===== config.mk =====
export PLATFORM = sky130hd
export DESIGN_NAME = sw_demux_regbank_flat
export DESIGN_NICKNAME = d
export VERILOG_FILES = /design/src/rtl/sw_pkg.sv /design/src/rtl/sw_demux_regbank_if.sv /design/src/rtl/key_debouncer.sv /design/src/rtl/sw_demux_regbank.sv /design/src/flat_wrapper.sv
export SDC_FILE = /design/constraint.sdc
export NUM_CORES = 1
export LEC_CHECK = 0
export CAP_MARGIN = 15
export CORE_MARGIN = 2
export CORE_UTILIZATION = 42
export CTS_CLUSTER_SIZE = 30
export DETAILED_ROUTE_END_ITERATION = 7
export PLACE_DENSITY = 0.62
export SYNTH_ARGS = -nofsm -noshare
export SYNTH_HDL_FRONTEND = slang
export SYNTH_HIERARCHICAL = 1
export SYNTH_SLANG_ARGS = --single-unit

===== constraint.sdc =====
create_clock -name clk -period 1.9 [get_ports clk]
set_input_delay 0.38 -clock clk [delete_from_list [all_inputs] [get_ports clk]]
set_output_delay 0.38 -clock clk [all_outputs]
set_load 0.005 [all_outputs]

===== src/rtl/sw_pkg.sv =====
// rtl/sw_pkg.sv - shared types and constants for the switch demux register bank
package sw_pkg;

    // Debouncer FSM states
    typedef enum logic [1:0] {
        IDLE    = 2'd0,
        PRESS   = 2'd1,
        COMMIT  = 2'd2,
        RELEASE = 2'd3
    } state_t;

    // 5 ms at 50 MHz
    localparam int DEFAULT_DEBOUNCE = 250000;

    // Destination select encoding
    localparam logic SEL_OUT0 = 1'b0;
    localparam logic SEL_OUT1 = 1'b1;

endpackage


===== src/rtl/sw_demux_regbank_if.sv =====
// rtl/sw_demux_regbank_if.sv - switch/key inputs and register outputs of the demux register bank
//
// master : drives data_in, sel, key_n, clr; observes out0/out1, valid0/valid1, load_pulse, busy
// slave  : the register bank itself
interface sw_demux_regbank_if #(
    parameter int WIDTH = 4
);
    logic [WIDTH-1:0] data_in;
    logic             sel;
    logic             key_n;
    logic             clr;
    logic [WIDTH-1:0] out0;
    logic [WIDTH-1:0] out1;
    logic             valid0;
    logic             valid1;
    logic             load_pulse;
    logic             busy;

    modport master (
        output data_in, sel, key_n, clr,
        input  out0, out1, valid0, valid1, load_pulse, busy
    );

    modport slave (
        input  data_in, sel, key_n, clr,
        output out0, out1, valid0, valid1, load_pulse, busy
    );
endinterface


===== src/rtl/key_debouncer.sv =====
// rtl/key_debouncer.sv - key synchronizer, debounce counter and press/release FSM
//
// clk, rst_n   : clock, asynchronous active-low reset
// key_n        : raw active-low pushbutton (asynchronous, bouncy)
// press_commit : high for the single COMMIT-state cycle of an accepted press
// busy         : high whenever the FSM is outside IDLE
module key_debouncer
    import sw_pkg::*;
#(
    parameter int DEBOUNCE_CYCLES = DEFAULT_DEBOUNCE,
    parameter int CNT_W           = $clog2(DEBOUNCE_CYCLES + 1)
) (
    input  logic clk,
    input  logic rst_n,
    input  logic key_n,
    output logic press_commit,
    output logic busy
);

    localparam logic [CNT_W-1:0] CNT_LAST = CNT_W'(DEBOUNCE_CYCLES - 1);
    localparam logic [CNT_W-1:0] CNT_ONE  = CNT_W'(1);

    logic             sync1;
    logic             key_s;
    state_t           state;
    state_t           state_next;
    logic [CNT_W-1:0] cnt;
    logic [CNT_W-1:0] cnt_next;

    // State register; synchronizer resets to the released level
    always_ff @(posedge clk or negedge rst_n) begin
        if (!rst_n) begin
            sync1 <= 1'b1;
            key_s <= 1'b1;
            state <= IDLE;
            cnt   <= '0;
        end else begin
            sync1 <= key_n;
            key_s <= sync1;
            state <= state_next;
            cnt   <= cnt_next;
        end
    end

    // Next state. The IDLE cycle that first sees the key low counts as the
    // first stable cycle, so a press needs DEBOUNCE_CYCLES low samples in total.
    always_comb begin
        state_next = state;
        cnt_next   = cnt;
        case (state)
            IDLE: begin
                if (!key_s) begin
                    state_next = PRESS;
                    cnt_next   = CNT_ONE;
                end else begin
                    cnt_next = '0;
                end
            end
            PRESS: begin
                if (key_s) begin
                    state_next = IDLE;
                    cnt_next   = '0;
                end else if (cnt == CNT_LAST) begin
                    state_next = COMMIT;
                end else begin
                    cnt_next = cnt + CNT_ONE;
                end
            end
            COMMIT: begin
                state_next = RELEASE;
                cnt_next   = '0;
            end
            RELEASE: begin
                // Any low sample restarts the release window, so a held key
                // never returns to IDLE and never commits twice.
                if (!key_s) begin
                    cnt_next = '0;
                end else if (cnt == CNT_LAST) begin
                    state_next = IDLE;
                    cnt_next   = '0;
                end else begin
                    cnt_next = cnt + CNT_ONE;
                end
            end
            default: begin
                state_next = IDLE;
                cnt_next   = '0;
            end
        endcase
    end

    // Outputs decoded from the state register
    always_comb begin
        press_commit = (state == COMMIT);
        busy         = (state != IDLE);
    end

endmodule


===== src/rtl/sw_demux_regbank.sv =====
// rtl/sw_demux_regbank.sv - debounced key stores the switch word into one of two registers
//
// clk, rst_n : clock, asynchronous active-low reset
// bus        : slave side of sw_demux_regbank_if
//              data_in/sel sampled in the COMMIT cycle, key_n raw key, clr synchronous clear,
//              out0/out1 registers, valid0/valid1 written flags, load_pulse commit strobe, busy
module sw_demux_regbank
    import sw_pkg::*;
#(
    parameter int WIDTH           = 4,
    parameter int DEBOUNCE_CYCLES = DEFAULT_DEBOUNCE,
    parameter int CNT_W           = $clog2(DEBOUNCE_CYCLES + 1)
) (
    input logic                 clk,
    input logic                 rst_n,
    sw_demux_regbank_if.slave   bus
);

    logic             press_commit;
    logic             busy;
    logic [WIDTH-1:0] out0_q;
    logic [WIDTH-1:0] out1_q;
    logic             valid0_q;
    logic             valid1_q;
    logic             load_pulse_q;

    key_debouncer #(
        .DEBOUNCE_CYCLES (DEBOUNCE_CYCLES),
        .CNT_W           (CNT_W)
    ) u_key_debouncer (
        .clk          (clk),
        .rst_n        (rst_n),
        .key_n        (bus.key_n),
        .press_commit (press_commit),
        .busy         (busy)
    );

    // clr wins over a simultaneous commit; load_pulse still reports the commit.
    always_ff @(posedge clk or negedge rst_n) begin
        if (!rst_n) begin
            out0_q       <= '0;
            out1_q       <= '0;
            valid0_q     <= 1'b0;
            valid1_q     <= 1'b0;
            load_pulse_q <= 1'b0;
        end else begin
            load_pulse_q <= press_commit;
            if (bus.clr) begin
                out0_q   <= '0;
                out1_q   <= '0;
                valid0_q <= 1'b0;
                valid1_q <= 1'b0;
            end else if (press_commit) begin
                if (bus.sel == SEL_OUT0) begin
                    out0_q   <= bus.data_in;
                    valid0_q <= 1'b1;
                end else begin
                    out1_q   <= bus.data_in;
                    valid1_q <= 1'b1;
                end
            end
        end
    end

    assign bus.out0       = out0_q;
    assign bus.out1       = out1_q;
    assign bus.valid0     = valid0_q;
    assign bus.valid1     = valid1_q;
    assign bus.load_pulse = load_pulse_q;
    assign bus.busy       = busy;

endmodule


===== src/flat_wrapper.sv =====
// flat-port wrapper written by rule: the top's interface ports become plain ports
module sw_demux_regbank_flat import sw_pkg::*;
#(
    parameter int WIDTH           = 4,
    parameter int DEBOUNCE_CYCLES = DEFAULT_DEBOUNCE,
    parameter int CNT_W           = $clog2(DEBOUNCE_CYCLES + 1)
)
  (clk, rst_n, bus_data_in, bus_sel, bus_key_n, bus_clr, bus_out0, bus_out1, bus_valid0, bus_valid1, bus_load_pulse, bus_busy);
  sw_demux_regbank_if #(.WIDTH(WIDTH)) bus_i ();
  input logic clk;
  input logic rst_n;
  input wire logic [$bits(bus_i.data_in)-1:0] bus_data_in;
  input wire logic [$bits(bus_i.sel)-1:0] bus_sel;
  input wire logic [$bits(bus_i.key_n)-1:0] bus_key_n;
  input wire logic [$bits(bus_i.clr)-1:0] bus_clr;
  output wire logic [$bits(bus_i.out0)-1:0] bus_out0;
  output wire logic [$bits(bus_i.out1)-1:0] bus_out1;
  output wire logic [$bits(bus_i.valid0)-1:0] bus_valid0;
  output wire logic [$bits(bus_i.valid1)-1:0] bus_valid1;
  output wire logic [$bits(bus_i.load_pulse)-1:0] bus_load_pulse;
  output wire logic [$bits(bus_i.busy)-1:0] bus_busy;
  assign bus_i.data_in = bus_data_in;
  assign bus_i.sel = bus_sel;
  assign bus_i.key_n = bus_key_n;
  assign bus_i.clr = bus_clr;
  assign bus_out0 = bus_i.out0;
  assign bus_out1 = bus_i.out1;
  assign bus_valid0 = bus_i.valid0;
  assign bus_valid1 = bus_i.valid1;
  assign bus_load_pulse = bus_i.load_pulse;
  assign bus_busy = bus_i.busy;
  sw_demux_regbank #(.WIDTH(WIDTH), .DEBOUNCE_CYCLES(DEBOUNCE_CYCLES), .CNT_W(CNT_W)) u_core (.clk(clk), .rst_n(rst_n), .bus(bus_i));
endmodule

==> results.sh <==
export IMPL_critPathMaxFanout=6
export IMPL_track_usage_pct=17.78
export IMPL_synth_most_common_cell="dfrtp_1"
export IMPL_cp_cell_sequence="or4_2 -> nor4_4 -> a21boi_1 -> o21ai_2 -> buf_6 -> nor2_1"
export IMPL_wl_um=3316
export IMPL_cts_made_buffers=5
export IMPL_period_share_pct=100.2
export IMPL_vias=1266
export IMPL_slew_viol_final=0
export IMPL_area_growth_syn_to_layout_pct=30.26
export IMPL_netlist_area_sq_mm=0.001629
export IMPL_setup_violations=3
export IMPL_clock_skew_ns=0.002186
export IMPL_overflow=0
export IMPL_layout_drive_gt1_share_pct=21.57
export IMPL_pwr_share_comb_pct=6.1
export IMPL_r2r_end="u_core/u_key_debouncer/cnt[9]"
export IMPL_synth_area_per_cell_sq_um=10.18
export IMPL_design_area_sq_mm=0.002122
export IMPL_min_delay_path_depth=0
export IMPL_grt_max_degree=34
export IMPL_fin_ws_ns=-0.003444
export IMPL_synth_top_area_share_pct=47.62
export IMPL_postPlaceCellArea_sq_mm=0.001979
export IMPL_worst_path_buf_inv=1
export IMPL_critical_path_class="flop to flop"
export IMPL_grt_pass1_vias=1244
export IMPL_yosys_area_top_type="dfrtp_1"
export IMPL_first_iter_violations=51
export IMPL_holdBufCountCts=0
export IMPL_p_clk_share_pct=38.5
export IMPL_cts_tree="built"
export IMPL_required_ns=2.07
export IMPL_finalHoldViolCount=0
export IMPL_post_route_min_period_ns=1.903
export IMPL_ys_async_sr_fraction_pct=100.0
export IMPL_yosys_top_cells_area="dfrtp_1, nand2b_1, mux2i_1"
export IMPL_io_buffers=20
export IMPL_rsz0062_at_grt="yes"
export IMPL_route_detailed_drc=0
export IMPL_htree_levels=2
export IMPL_cts_num_sinks=33
export IMPL_rr_worst_depth=6
export IMPL_hp_class="flop to flop"
export IMPL_min_to="u_core/u_key_debouncer/key_s"
export IMPL_status="finished, violations left"
export IMPL_die_area_sq_mm=0.004393
export IMPL_synth_seq_area_share_pct=50.84
export IMPL_synthFlopType="dfrtp_1"
export IMPL_die_y_um=66.28
export IMPL_viasPerCell=5.024
export IMPL_diodes=0
export IMPL_die_w_um=66.28
export IMPL_drv_cap=0
export IMPL_worstHoldStart="u_core/u_key_debouncer/sync1"
export IMPL_dp_hpwl_um=2442
export IMPL_yosys_top_cells_count="dfrtp_1, nor2_1, nand2b_1"
export IMPL_cts_root_buf="clkbuf_8"
export IMPL_r2r_start="u_core/u_key_debouncer/cnt[11]"
export IMPL_ys_ff_latch=33
export IMPL_cpPeakStageDelay_ns=0.67
export IMPL_p_sw_share_pct=22.51
export IMPL_violations="negative setup slack"
export IMPL_multiInputGateArea_sq_um=759.5
export IMPL_powerDensity_mw_per_mm2=610.8
export IMPL_ir_drop_v=0.0003972
export IMPL_startpoint_type="flop"
export IMPL_routedWlPerCell_um=13.16
export IMPL_row_count=22
export IMPL_initial_core_util_pct=44.17
export IMPL_regToRegSetupSlack_ns=-0.003
export IMPL_ys_types=36
export IMPL_antenna_found_initial=0
export IMPL_synth_edff_count=0
export IMPL_cp_end_kind="flop"
export IMPL_drtAntennaViolNets=0
export IMPL_regArea_sq_um=832.0
export IMPL_p_seq_share_pct=55.4
export IMPL_worstSkewPairLatency_ns=0.29
export IMPL_max_freq_ghz=0.5254
export IMPL_top_level_ports=21
export IMPL_grt_pass1_wl_um=5768
export IMPL_clk_path_buf_depth=2
export IMPL_switchingPower_mw=0.2918
export IMPL_cell_internal_pwr_mw=1.004
export IMPL_core_sq_mm=0.003689
export IMPL_power_leakage_nw=0.8963
export IMPL_crit_family="simple AND/OR/NAND/NOR gates"
export IMPL_worst_hold_slack_ns=0.3585
export IMPL_cp_arrival_ns=2.08
export IMPL_yosys_warnings=6
export IMPL_clk_pin_slew_ns=0.06
export IMPL_cpMaxStageDelayCell="or4_2"
export IMPL_worst_pin_slew_ns=0.4004
export IMPL_gp_congestion=0.7924
export IMPL_syn_inst=160
export IMPL_dr_pass1_iters=4
export IMPL_num_fill_cells=327
export IMPL_final_nets=213
export IMPL_slew_headroom_pct=72.93
export IMPL_synth_nets=170
state kept, by name, summed over array words and instances, names as in the netlist, named ones only:
name                          flops
u_core/bus.load_pulse             1
u_core/bus.valid0                 1
u_core/u_key_debouncer/cnt       18
u_core/u_key_debouncer/sync1      1
u_core/u_key_debouncer/key_s      1
u_core/bus.valid1                 1
u_core/bus.out0                   4
u_core/bus.out1                   4
u_core/u_key_debouncer/state      1
cells by family (layout without fill, tap and decap cells):
group	count (synthesis)	in the layout	share of synthesized area, %
XOR/XNOR	14	14	7.527
buffers and inverters	10	54	3.686
flip-flops	33	33	50.84
adder cells (fa/ha/maj)	1	1	0.7679
AO/OA/AOI/OAI	17	17	6.221
multiplexers	8	8	4.916
AND/OR/NAND/NOR	77	77	26.04
per-layer routing:
layer	vias to the layer above	GRT usage, %	wire length, um
met4	0	6.888	65
met3	7	6.303	126
met5	-	0	0
met1	606	22.60	1570
li1	637	-	-
met2	16	27.63	1553
power groups by stage:
stage,clock network [mW],logic [mW],registers (mW)
floorplan,0,0.0290,0.731
global placement,0,0.0767,0.731
detailed placement,0,0.0783,0.731
CTS,0.513,0.0788,0.718
global route,0.566,0.0885,0.718
finish,0.499,0.0787,0.718
cell usage in the layout, fill, tap and decap left out, types with 2 or more instances in the layout:
cell,instances
a21oi_1,9
inv_1,4
o21ai_0,2
nor4_2,2
nor2_1,21
mux2i_1,8
nor3_1,4
nand2b_1,13
dfrtp_1,28
or2_2,3
dfrtp_2,3
and2_1,2
clkbuf_8,5
buf_6,2
xnor2_1,8
xor2_1,6
clkdlybuf4s50_1,20
or3_1,2
buf_4,20
nand4_1,4
nand2_1,6
clkinv_2,2
nand3_1,10
dfstp_2,2
final cells by class:
class | count | share of cell area [%]
multi-input cells | 117 | 35.79
flip-flops and latches | 33 | 39.21
inverters | 4 | 0.7075
clock inverters | 2 | 0.4717
well taps | 48 | 2.830
clock buffers | 6 | 3.420
repair buffers | 42 | 17.57
timing repair:
item / CTS / global route
setup buffers: 0 / 4
pin swaps: 0 / 5
endpoints found under the setup margin: 17 / 18
gates resized for setup: 5 / 4
how the worst max path moves through the flow:
stage	start	to	slack, ns	cells past startpoint
finish	u_core/u_key_debouncer/cnt[11]	u_core/u_key_debouncer/cnt[9]	-0.003	6
global route	u_core/u_key_debouncer/cnt[13]	flop	-0.08	5
CTS	u_core/u_key_debouncer/cnt[11]	u_core/u_key_debouncer/cnt[11]	-0.002	6
detailed placement	u_core/u_key_debouncer/cnt[11]	flop	-0.16	5
global placement	u_core/u_key_debouncer/cnt[11]	flop	-0.05	5
floorplan	u_core/u_key_debouncer/cnt[5]	u_core/u_key_debouncer/cnt[5]	0.02	7
through the flow:
stage / setup WS (ns) / power, mW / util, % / std cells / setup TNS (ns)
after global routing: -0.07968 / 1.373 / 57.53 / 252 / -0.9993
after global placement: -0.05325 / 0.8074 / 53.66 / 240 / -0.1344
after detailed placement: -0.1558 / 0.8090 / 53.66 / 240 / -0.5861
after floorplan: 0.01878 / 0.7598 / - / 160 / 0
final: -0.003444 / 1.296 / 57.53 / 252 / -0.006129
after CTS: -0.002019 / 1.310 / 56.45 / 248 / -0.002019
(Power assumes the default switching activity.)
